### config.mk
export PLATFORM = sky130hd
export DESIGN_NAME = pipe_stage_buf
export DESIGN_NICKNAME = d
export VERILOG_FILES = /design/src/rtl/pipe_stage_buf.sv
export SDC_FILE = /design/constraint.sdc
export NUM_CORES = 1
export LEC_CHECK = 0
export ABC_CLOCK_PERIOD_IN_PS = 2800
export CAP_MARGIN = 30
export CORE_MARGIN = 3
export CORE_UTILIZATION = 41
export DETAILED_ROUTE_END_ITERATION = 10
export GPL_ROUTABILITY_DRIVEN = 0
export GPL_TIMING_DRIVEN = 0
export PLACE_DENSITY_LB_ADDON = 0.3
export SYNTH_ARGS = -nofsm -noshare
export SYNTH_HDL_FRONTEND = slang
export SYNTH_SLANG_ARGS = --single-unit
### constraint.sdc
create_clock -name clk -period 2.8 [get_ports clk]
set_input_delay 0.28 -clock clk [delete_from_list [all_inputs] [get_ports clk]]
set_output_delay 0.28 -clock clk [all_outputs]
set_load 0.02 [all_outputs]
### src/rtl/pipe_stage_buf.sv
// Elastic inter-stage register: DEPTH-entry buffer with valid/ready handshake, synchronous flush
// and control masking on bubbles. Define PIPE_STAGE_BUF_STATS_EN to add stall/bubble counters.
module pipe_stage_buf #(
    parameter int DATA_W = 32,
    parameter int CTRL_W = 8,
    parameter int DEPTH  = 2
) (
    input  logic                         clk,
    input  logic                         rst,
    input  logic                         in_valid,
    output logic                         in_ready,
    input  logic [DATA_W-1:0]            in_data,
    input  logic [CTRL_W-1:0]            in_ctrl,
    input  logic                         flush,
    output logic                         out_valid,
    input  logic                         out_ready,
    output logic [DATA_W-1:0]            out_data,
    output logic [CTRL_W-1:0]            out_ctrl,
    output logic [$clog2(DEPTH+1)-1:0]   count
`ifdef PIPE_STAGE_BUF_STATS_EN
    ,
    output logic [31:0]                  stall_cnt,
    output logic [31:0]                  bubble_cnt
`endif
);

    localparam int CNT_W = $clog2(DEPTH + 1);
    localparam int PTR_W = (DEPTH > 1) ? $clog2(DEPTH) : 1;
    localparam logic [PTR_W-1:0] LAST_PTR = PTR_W'(DEPTH - 1);
    localparam logic [CNT_W-1:0] DEPTH_C  = CNT_W'(DEPTH);

    // Handshake: a beat moves on a rising edge only when valid and ready are both high
    // in the cycle before it; ready never depends combinationally on valid.
    logic [DATA_W-1:0] r_mem_data [DEPTH];
    logic [CTRL_W-1:0] r_mem_ctrl [DEPTH];
    logic [PTR_W-1:0]  r_wr_ptr;
    logic [PTR_W-1:0]  r_rd_ptr;
    logic [CNT_W-1:0]  r_count;
    logic              r_in_ready;

    logic              w_push;
    logic              w_pop;
    logic              w_out_valid;
    logic [PTR_W-1:0]  w_wr_nxt;
    logic [PTR_W-1:0]  w_rd_nxt;
    logic [CNT_W-1:0]  w_count_nxt;
    logic              w_in_ready_nxt;

    function automatic logic [PTR_W-1:0] ptr_inc(input logic [PTR_W-1:0] p);
        return (p == LAST_PTR) ? '0 : p + PTR_W'(1);
    endfunction

    assign w_out_valid = (r_count != '0);
    assign w_push      = in_valid & r_in_ready;
    assign w_pop       = w_out_valid & out_ready;

    // Flush wins over any concurrent push or pop.
    always_comb begin
        w_wr_nxt    = r_wr_ptr;
        w_rd_nxt    = r_rd_ptr;
        w_count_nxt = r_count;
        if (flush) begin
            w_wr_nxt    = '0;
            w_rd_nxt    = '0;
            w_count_nxt = '0;
        end else begin
            if (w_push) w_wr_nxt = ptr_inc(r_wr_ptr);
            if (w_pop)  w_rd_nxt = ptr_inc(r_rd_ptr);
            case ({w_push, w_pop})
                2'b10:   w_count_nxt = r_count + CNT_W'(1);
                2'b01:   w_count_nxt = r_count - CNT_W'(1);
                default: w_count_nxt = r_count;
            endcase
        end
    end

    assign w_in_ready_nxt = (w_count_nxt < DEPTH_C);

    always_ff @(posedge clk or negedge rst) begin
        if (!rst) begin
            r_wr_ptr   <= '0;
            r_rd_ptr   <= '0;
            r_count    <= '0;
            r_in_ready <= 1'b1;
        end else begin
            r_wr_ptr   <= w_wr_nxt;
            r_rd_ptr   <= w_rd_nxt;
            r_count    <= w_count_nxt;
            r_in_ready <= w_in_ready_nxt;
        end
    end

    always_ff @(posedge clk or negedge rst) begin
        if (!rst) begin
            for (int i = 0; i < DEPTH; i++) begin
                r_mem_data[i] <= '0;
                r_mem_ctrl[i] <= '0;
            end
        end else if (w_push && !flush) begin
            r_mem_data[r_wr_ptr] <= in_data;
            r_mem_ctrl[r_wr_ptr] <= in_ctrl;
        end
    end

    assign in_ready  = r_in_ready;
    assign out_valid = w_out_valid;
    assign out_data  = r_mem_data[r_rd_ptr];
    // Stale storage must never leak control bits downstream.
    assign out_ctrl  = w_out_valid ? r_mem_ctrl[r_rd_ptr] : '0;
    assign count     = r_count;

`ifdef PIPE_STAGE_BUF_STATS_EN
    logic [31:0] r_stall_cnt;
    logic [31:0] r_bubble_cnt;

    // Saturating counters; flush deliberately leaves them alone.
    always_ff @(posedge clk or negedge rst) begin
        if (!rst) begin
            r_stall_cnt  <= '0;
            r_bubble_cnt <= '0;
        end else begin
            if (in_valid && !r_in_ready && (r_stall_cnt != 32'hFFFF_FFFF))
                r_stall_cnt <= r_stall_cnt + 32'd1;
            if (!w_out_valid && out_ready && (r_bubble_cnt != 32'hFFFF_FFFF))
                r_bubble_cnt <= r_bubble_cnt + 32'd1;
        end
    end

    assign stall_cnt  = r_stall_cnt;
    assign bubble_cnt = r_bubble_cnt;
`endif

endmodule

==> impl_summary.txt, run 1 <==
----------------------------------------------------
[Drt]
  Number of DRC violations after detailed routing ... 0
  Number of iterations in the first detailed-routing pass ... 4
  Detailed Route Iter0 Violations ... 66
  Post-route ant nets ... 0
  Via count normalized by instance count ... approximately 5.0
  DR WL/cell ... 16.4 um
  Total vias in the final route ... ~2300
  WL final ... approximately 7600 um

[Power and ir drop]
  Sequential share of power ... 0.383
  Share of power burned in combinational logic ... 0.443
  Clk network pwr share ... 0.174
  Switching fraction of total power ... 0.318
  Static leakage power ... around 0.0021 uW
  Worst-case vdd ir drop ... 0.492 mV
  Total internal power ... 3640 uW
  Switching power total ... 1700 uW
  Cell area power density ... 1060 nW/um^2

[Timing]
  Share of the cycle needed by the critical path after routing ... 0.854
  Worst slew pin tran ... roughly 670 ps
  Setup violators final ... 0
  Setup clock skew after layout ... 6.94 ps
  Number of failing hold endpoints at the final stage ... 0
  Final max-slew violation count ... 0
  Time the worst path needs with I/O delays and setup ... ~2400 ps
  Upper clock frequency limit ... about 420 MHz
  WHS ... roughly 340 ps
  Relative slew slack ... 0.552
  Setup repair after global routing missed its margin ... false

[Synthesis]
  Gate count after technology mapping ... 250
  Sequential fraction of the synthesis area ... 0.561
  Number of flip-flops and latches in the synthesized netlist ... 85
  Average cell area after synthesis ... 15.2 um^2
  Count of synthesis-stage warnings from yosys ... 0
  Number of distinct library cells after synthesis ... 18
  Post-synth net total ... around 300
  Total standard cell area after synthesis ... approximately 3800 um^2

[Global routing]
  Remaining global-route overflow ... 0
  Initial antenna violation count ... 0
  Overall Global Routing Usage ... 0.154
  First-pass GRT wire length ... roughly 12000 um
  Largest net degree at the start of global routing ... 71
  Vias in the first global route ... roughly 2500

[Critical path]
  Reg2reg end ... count[1]
  Largest fanout on the critical path ... 10
  Crit path launch type ... register
  Critical path type ... register to primary output
  Crit path DAT ... 2110 ps
  Cell with the biggest individual delay on the critical path ... sky130_fd_sc_hd__clkdlybuf4s50_1
  Cell Chain, Critical Path ... clkbuf_1, buf_2, mux2_2, clkdlybuf4s50_1
  Startpoint of the worst-slack reg-to-reg timing path ... count[0]
  Delay of the slowest cell on the worst path ... around 550 ps
  Reg2reg setup slack ... 940 ps
  Endpoint class of the critical path ... primary output
  Worst R2R Path Depth ... 6
  CP Data Required Time ... 2520 ps

[Die]
  Starting density of the core ... 0.429
  Cell Rows ... 34
  Vertical extent of the die ... a little over 100 um
  Number of top-level design ports ... between 80 and 90
  Die Outline Area ... about 10000 um^2
  DIE WIDTH ... between 100 and 150 um
  Core Box Area ... around 9000 um^2

[Cells and area]
  Number of antenna diodes ... 0
  NumNets Final ... slightly below 400
  Final std cell area, no fill ... roughly 5100 um^2
  Area of the multi-input gates ... between 1500 and 2000 um^2
  Fill cells ... 754
  FF+latch area ... roughly 2100 um^2
  Ratio of cells with drive above 1 in the final layout ... 0.392
  Area Overhead vs Synth ... 33.3%

[Place]
  Number of port buffers ... 88
  DP Wirelength ... roughly 5400 um
  Post-detailed-placement cell area ... just under 5000 um^2

[Clocking]
  Clock tree buffer depth ... 2
  Clock-pin slew of the registers on the worst-case setup and hold paths ... around 80 ps
  Clock Latency Late Sink ... roughly 340 ps
  Resize count post-CTS ... 0
  Number of buffers created by CTS ... 9
  Number of levels in the clock H-tree ... 3
  Clock Sink Count ... 85
  CTS tree ... built
  Cts-stage hold buffer count ... 1
  Total setup buffers inserted after CTS ... 0
  Clock root buffer master ... sky130_fd_sc_hd__clkbuf_8

[Run]
  Number of violations of the max-capacitance limit ... 0

[Worst hold path]
  Kind of path behind the tightest hold check ... input pin to asynchronous set/reset pin

[Outcome]
  Status ... complete, no violations

----------------------------------------------------
==> flip-flops by register name (all words and copies together) (netlist names) <==
signal	cells
r_mem_data	64
r_mem_ctrl	16
count	2
in_ready	1
r_rd_ptr	1
r_wr_ptr	1
==> worst max-delay path by stage <==
stage	slack, ps	from	endpoint
floorplan	980	count[0]	count[1]
global placement	-1610	rst	r_mem_data[58]
detailed placement	770	r_rd_ptr	out_data[7]
CTS	360	r_rd_ptr	out_data[25]
global route	240	r_rd_ptr	out_ctrl[7]
finish	410	r_rd_ptr	out_data[7]
==> logic make-up (layout without fill, tap and decap cells) <==
kind of cell / count (synthesis) / count (layout) / share of synthesized area
multiplexers: 123 / 123 / 0.362
flip-flops: 85 / 85 / 0.561
AND/OR/NAND/NOR: 20 / 20 / 0.0297
buffers and inverters: 16 / 121 / 0.0330
XOR/XNOR: 3 / 3 / 0.00693
adder cells (fa/ha/maj): 2 / 2 / 0.00659
AO/OA/AOI/OAI: 1 / 1 / 0.00132
==> per-layer routing <==
layer,routed length [um],share of wire,global-route usage,vias to the layer above
met1,3420,0.45,0.194,1148
met5,0,0,0,-
li1,-,-,-,1085
met2,3600,0.47,0.251,67
met4,44,0.0058,0.0303,0
met3,524,0.069,0.0621,4
==> critical path, delay by kind of cell (launching register included) <==
kind	cells	cell delay [ps]
multiplexers	1	380
flip-flops	1	320
buffers and inverters	3	1060
==> synthesized netlist by cell type (all sizes together) <==
master / n / share of area
mux2: 113 / 0.34
dfrtp: 84 / 0.55
nor2: 16 / 0.016
buf: 12 / 0.029
mux2i: 10 / 0.026
inv: 3 / 0.0030
ha: 2 / 0.0066
xor2: 2 / 0.0046
clkbuf: 1 / 0.00099
dfstp: 1 / 0.0069
nand2: 1 / 0.0016
nand4b: 1 / 0.0063
nor2b: 1 / 0.0016
nor3: 1 / 0.0043
o21ai: 1 / 0.0013
xnor2: 1 / 0.0023
==> layout by cell type (no fill, tap or decap), types with 2 or more instances in the layout <==
cell type                         netlist  final
sky130_fd_sc_hd__nor2_1                16     16
sky130_fd_sc_hd__inv_1                  3      3
sky130_fd_sc_hd__mux2_2               107    107
sky130_fd_sc_hd__ha_1                   2      2
sky130_fd_sc_hd__clkbuf_1               1      2
sky130_fd_sc_hd__buf_6                  8      8
sky130_fd_sc_hd__buf_2                  4      4
sky130_fd_sc_hd__dfrtp_1               84     84
sky130_fd_sc_hd__mux2i_1               10     10
sky130_fd_sc_hd__mux2_1                 6      6
sky130_fd_sc_hd__bufinv_16              0      2
sky130_fd_sc_hd__clkdlybuf4s50_1        0     87
sky130_fd_sc_hd__clkbuf_8               0     10
sky130_fd_sc_hd__xor2_1                 2      2
==> power groups by stage <==
stage                     Clock [uW]  Sequential [uW]  Combinational, uW
final                            931             2040               2360
after global routing            1010             2120               2540
after CTS                        964             2050               2400
after detailed placement           0             2080               2390
after global placement             0             2040               2350
after floorplan                    0             2000               1480
==> cell type report <==
cell class,instances,share of cell area
clock buffers,11,0.0279
inverters,3,0.00223
flip-flops and latches,85,0.421
multi-input cells,149,0.305
well taps,108,0.0267
plain buffers,13,0.0225
repair buffers,90,0.181
clock inverters,4,0.0143
==> per-stage QoR <==
stage | utilization | power, uW | std cells | setup TNS (ps) | worst slack, ps
global placement | 0.544 | 4380 | 446 | -135560 | -1610
CTS | 0.572 | 5420 | 463 | 0 | 363
floorplan | - | 3480 | 250 | 0 | 981
detailed placement | 0.547 | 4460 | 447 | 0 | 767
finish | 0.572 | 5340 | 463 | 0 | 407
global route | 0.572 | 5670 | 463 | 0 | 236
(Power assumes the default switching activity.)
==> inputs of run 2 (changes only) <==
Settings changed: ABC_AREA from default to 1, SLEW_MARGIN from default to 20.
==> run 2 against run 1 <==
First-iteration DRC count up 110%. Largest cell class unchanged. Critical endpoint is now out_ctrl[7]. Worst setup slack better by 19 ps. Synthesized cell count up 87%.
==> impl_summary.txt, run 2 <==
----------------------------------------------------
[Outcome]
  Status ... complete, no violations (unchanged)

[Cells and area]
  Ratio of cells with drive above 1 in the final layout ... 0.180 (was 0.392)
  FF+latch area ... 2130 um^2 (unchanged)
  Non-filler cells, final ... 702 (was 463)
  Post-layout utilization of the core ... 0.564 (was 0.572)
  Fill cells ... 886 (was 754)
  Number of antenna diodes ... 0 (unchanged)
  Area Overhead vs Synth ... 30.8% (was 33.3%)
  Register with the most flip-flops ... r_mem_data (unchanged)
  Leading cell type in the layout, fill and taps excluded ... sky130_fd_sc_hd__nand2_1 (was sky130_fd_sc_hd__mux2_2)
  Number of flip-flops under the largest register name ... 64 (unchanged)
  Area of the multi-input gates ... 1520 um^2 (was 1540 um^2)
  NumNets Final ... 615 (was 398)
  Leading cell types in the layout, fill and taps excluded ... 200 x sky130_fd_sc_hd__nand2_1, 87 x sky130_fd_sc_hd__clkdlybuf4s50_1, 84 x sky130_fd_sc_hd__dfrtp_1, 52 x sky130_fd_sc_hd__o21ai_2, 46 x sky130_fd_sc_hd__inv_1 (was 107 x sky130_fd_sc_hd__mux2_2, 87 x sky130_fd_sc_hd__clkdlybuf4s50_1, 84 x sky130_fd_sc_hd__dfrtp_1, 16 x sky130_fd_sc_hd__nor2_1)

[Global routing]
  Largest net degree at the start of global routing ... 51 (was 71)
  Overall Global Routing Usage ... 0.177 (was 0.154)
  Remaining global-route overflow ... 0 (unchanged)
  Initial antenna violation count ... 0 (unchanged)
  First-pass GRT wire length ... 16000 um (was 12300 um)
  Vias in the first global route ... 3299 (was 2482)

[Synthesis]
  Gate count after technology mapping ... 467 (was 250)
  Area leader, netlist ... sky130_fd_sc_hd__dfrtp_1 (unchanged)
  Share of the synthesized netlist area taken by xor and xnor gates ... 0 (was 0.00692)
  Number of distinct library cells after synthesis ... 21 (was 18)
  Most common library cells after synthesis ... 200 x sky130_fd_sc_hd__nand2_1, 84 x sky130_fd_sc_hd__dfrtp_1, 52 x sky130_fd_sc_hd__o21ai_2 (was 107 x sky130_fd_sc_hd__mux2_2, 84 x sky130_fd_sc_hd__dfrtp_1, 16 x sky130_fd_sc_hd__nor2_1)
  Fraction of synthesis flops using an asynchronous set or reset pin ... 1.00 (unchanged)
  Count of synthesis-stage warnings from yosys ... 0 (unchanged)
  Post-Synth Simple-Gate Area ... 0.207 (was 0.0297)
  Most frequently used flop master after synthesis ... sky130_fd_sc_hd__dfrtp_1 (unchanged)
  Most used standard cell by instance count after synthesis ... sky130_fd_sc_hd__nand2_1 (was sky130_fd_sc_hd__mux2_2)
  Total standard cell area after synthesis ... 4060 um^2 (was 3790 um^2)
  Most area-consuming cells after synthesis ... sky130_fd_sc_hd__dfrtp_1 52%, sky130_fd_sc_hd__nand2_1 18%, sky130_fd_sc_hd__o21ai_2 11% (was sky130_fd_sc_hd__dfrtp_1 55%, sky130_fd_sc_hd__mux2_2 32%, sky130_fd_sc_hd__mux2i_1 2.6%)
  Dominant combinational cell family by area after synthesis ... simple AND/OR/NAND/NOR gates (was multiplexers)
  Proportion of netlist area held by the largest area contributor ... 0.518 (was 0.554)
  Sequential fraction of the synthesis area ... 0.524 (was 0.561)
  Average cell area after synthesis ... 8.69 um^2 (was 15.2 um^2)
  Post-synth net total ... 514 (was 297)
  Compound-gate portion of the synthesized area ... 0.160 (was 0.00132)
  Post-synth EDFFs ... 0 (unchanged)
  Number of flip-flops and latches in the synthesized netlist ... 85 (unchanged)
  Synth Area in Adders ... 0.00617 (was 0.00659)
  Portion of netlist area occupied by mux cells ... 0 (was 0.362)

[Critical path]
  Delay of the slowest cell on the worst path ... 640 ps (was 550 ps)
  Reg2reg setup slack ... 1250 ps (was 940 ps)
  Endpoint class of the critical path ... primary output (unchanged)
  Crit path DAT ... 2090 ps (was 2110 ps)
  CP Data Required Time ... 2520 ps (about the same)
  Worst R2R Path Depth ... 9 (was 6)
  Critical path type ... register to primary output (unchanged)
  Reg2reg end ... in_ready (was count[1])
  Startpoint of the worst-slack reg-to-reg timing path ... count[0] (unchanged)
  Cell with the biggest individual delay on the critical path ... sky130_fd_sc_hd__clkdlybuf4s50_1 (unchanged)
  Cell type with the highest occurrence count on the critical path ... sky130_fd_sc_hd__buf_2
  Cell Chain, Critical Path ... buf_2, inv_2, buf_2, nand2_1, a21oi_1, clkdlybuf4s50_1 (was clkbuf_1, buf_2, mux2_2, clkdlybuf4s50_1)
  Largest fanout on the critical path ... 10 (unchanged)
  Crit path launch type ... register (unchanged)

[Timing]
  Share of the cycle needed by the critical path after routing ... 0.848 (was 0.854)
  Setup clock skew after layout ... 6.87 ps (was 6.94 ps)
  Final max-slew violation count ... 0 (unchanged)
  Worst slew pin tran ... 483 ps (was 669 ps)
  Fin worst setup slack ... 427 ps (was 407 ps)
  Time the worst path needs with I/O delays and setup ... 2370 ps (was 2390 ps)
  WHS ... 426 ps (was 338 ps)
  Setup violators final ... 0 (unchanged)
  Number of failing hold endpoints at the final stage ... 0 (unchanged)
  Setup repair after global routing missed its margin ... false (unchanged)
  Relative slew slack ... 0.678 (was 0.552)
  Upper clock frequency limit ... 421 MHz (was 418 MHz)

[Die]
  Die Outline Area ... 11100 um^2 (was 10400 um^2)
  DIE WIDTH ... 105 um (was 102 um)
  Starting density of the core ... 0.431 (was 0.429)
  Number of top-level design ports ... 89 (unchanged)
  Core Box Area ... 9420 um^2 (was 8850 um^2)
  Vertical extent of the die ... 105 um (was 102 um)
  Cell Rows ... 35 (was 34)

[Clocking]
  CTS tree ... built (unchanged)
  Clock tree buffer depth ... 2 (unchanged)
  Resize count post-CTS ... 0 (unchanged)
  Clock-pin slew of the registers on the worst-case setup and hold paths ... 90 ps (was 80 ps)
  Number of levels in the clock H-tree ... 3 (unchanged)
  Clock Latency Late Sink ... 350 ps (was 340 ps)
  Clock root buffer master ... sky130_fd_sc_hd__clkbuf_8 (unchanged)
  Number of buffers created by CTS ... 9 (unchanged)
  Clock Sink Count ... 85 (unchanged)

[Drt]
  Total vias in the final route ... 3336 (was 2304)
  Detailed Route Iter0 Violations ... 138 (was 66)
  Post-route ant nets ... 0 (unchanged)
  WL final ... 9580 um (was 7580 um)
  DR WL/cell ... 13.6 um (was 16.4 um)
  Number of iterations in the first detailed-routing pass ... 4 (unchanged)
  Number of DRC violations after detailed routing ... 0 (unchanged)
  Via count normalized by instance count ... 4.75 (was 4.98)

[Power and ir drop]
  Clk network pwr share ... 0.147 (was 0.174)
  Total internal power ... 3200 uW (was 3640 uW)
  Share of power burned in combinational logic ... 0.474 (was 0.443)
  Worst-case vdd ir drop ... 0.497 mV (was 0.492 mV)
  Sequential share of power ... 0.379 (was 0.383)
  Cell area power density ... 1000 nW/um^2 (was 1060 nW/um^2)
  Switching power total ... 2130 uW (was 1700 uW)
  Overall power after layout ... 5330 uW (was 5340 uW)
  Static leakage power ... 0.00265 uW (was 0.00213 uW)
  Switching fraction of total power ... 0.400 (was 0.318)

[Place]
  Placed cells ... 685 (was 447)
  DP Wirelength ... 6730 um (was 5370 um)
  Pre-CTS WS ... 805 ps (was 767 ps)
  Number of port buffers ... 88 (unchanged)

[Worst hold path]
  Kind of path behind the tightest hold check ... input pin to asynchronous set/reset pin (unchanged)

[Run]
  Number of violations of the max-capacitance limit ... 0 (unchanged)

----------------------------------------------------
==> run 2: changes by cell type after synthesis, moves of 8 or more <==
| cell | before | now |
|---|---|---|
| sky130_fd_sc_hd__mux2i_1 | 10 | 0 |
| sky130_fd_sc_hd__mux2_2 | 107 | 0 |
| sky130_fd_sc_hd__o21ai_2 | 0 | 52 |
| sky130_fd_sc_hd__o21ai_1 | 0 | 28 |
| sky130_fd_sc_hd__a21oi_1 | 0 | 8 |
| sky130_fd_sc_hd__inv_1 | 3 | 46 |
| sky130_fd_sc_hd__buf_6 | 8 | 16 |
| sky130_fd_sc_hd__nor2_1 | 16 | 6 |
| sky130_fd_sc_hd__nand2_1 | 0 | 200 |
==> run 2: routing by layer <==
metal,wire [um],global-route usage
met5,0,0
met4,138,0.0527
met3,512,0.0325
met2,4600,0.288
met1,4320,0.240
==> run 2: area by class of cell <==
cell class                      count  share of cell area
Buffer                             25              0.0424
Clock buffer                        9              0.0233
Inverter                           49              0.0356
Multi-Input combinational cell    308               0.286
Tap cell                          129              0.0304
Timing Repair Buffer               90               0.172
Clock inverter                      7             0.00943
Sequential cell                    85               0.401
==> run 2: logic make-up (layout without fill, tap and decap cells) <==
family,after synthesis,count (layout)
and+or+nand+nor,215,215
AOI/OAI and AO/OA,91,91
DFF,85,85
buffers and inverters,74,180
adders and majority gates,2,2
==> run 2: worst max-delay path: cells and delay by family, from the launching register on <==
family / cells / cell delay [ps]
compound gates: 1 / 180
flops: 1 / 360
simple gates: 1 / 80
buf+inv: 4 / 1120
==> run 2: stage by stage <==
stage / setup TNS [ps] / cell area [um^2]
5_1_grt: 0 / 5310
4_1_cts: 0 / 5310
2_1_floorplan: 0 / 4060
3_3_place_gp: -132140 / 5100
3_5_place_dp: 0 / 5130
6_report: 0 / 5310
==> run 2: timing repair <==
| action | 4_1_cts | 5_1_grt |
|---|---|---|
| hold buffers | 1 | 0 |
| endpoints found under the hold margin | 35 | 0 |
| setup buffers | 0 | 0 |
| setup endpoints to repair | 0 | 0 |
==> run 2: how the worst max path moves through the flow <==
stage               startpoint             end  slack [ps]  cells after the start
floorplan             count[0]        in_ready        1180                      9
global placement           rst  r_mem_data[57]       -1570                      1
detailed placement    r_rd_ptr     out_ctrl[7]         800                      6
CTS                   r_rd_ptr     out_ctrl[7]         390                      6
global route          r_rd_ptr     out_ctrl[7]         310                      6
finish                r_rd_ptr     out_ctrl[7]         430                      6
==> run 2: power groups by stage <==
stage	clock network, uW	logic, uW	registers [uW]
floorplan	0	1550	2000
global placement	0	2490	2020
detailed placement	0	2550	2040
CTS	803	2560	2020
global route	857	2780	2090
finish	782	2530	2020
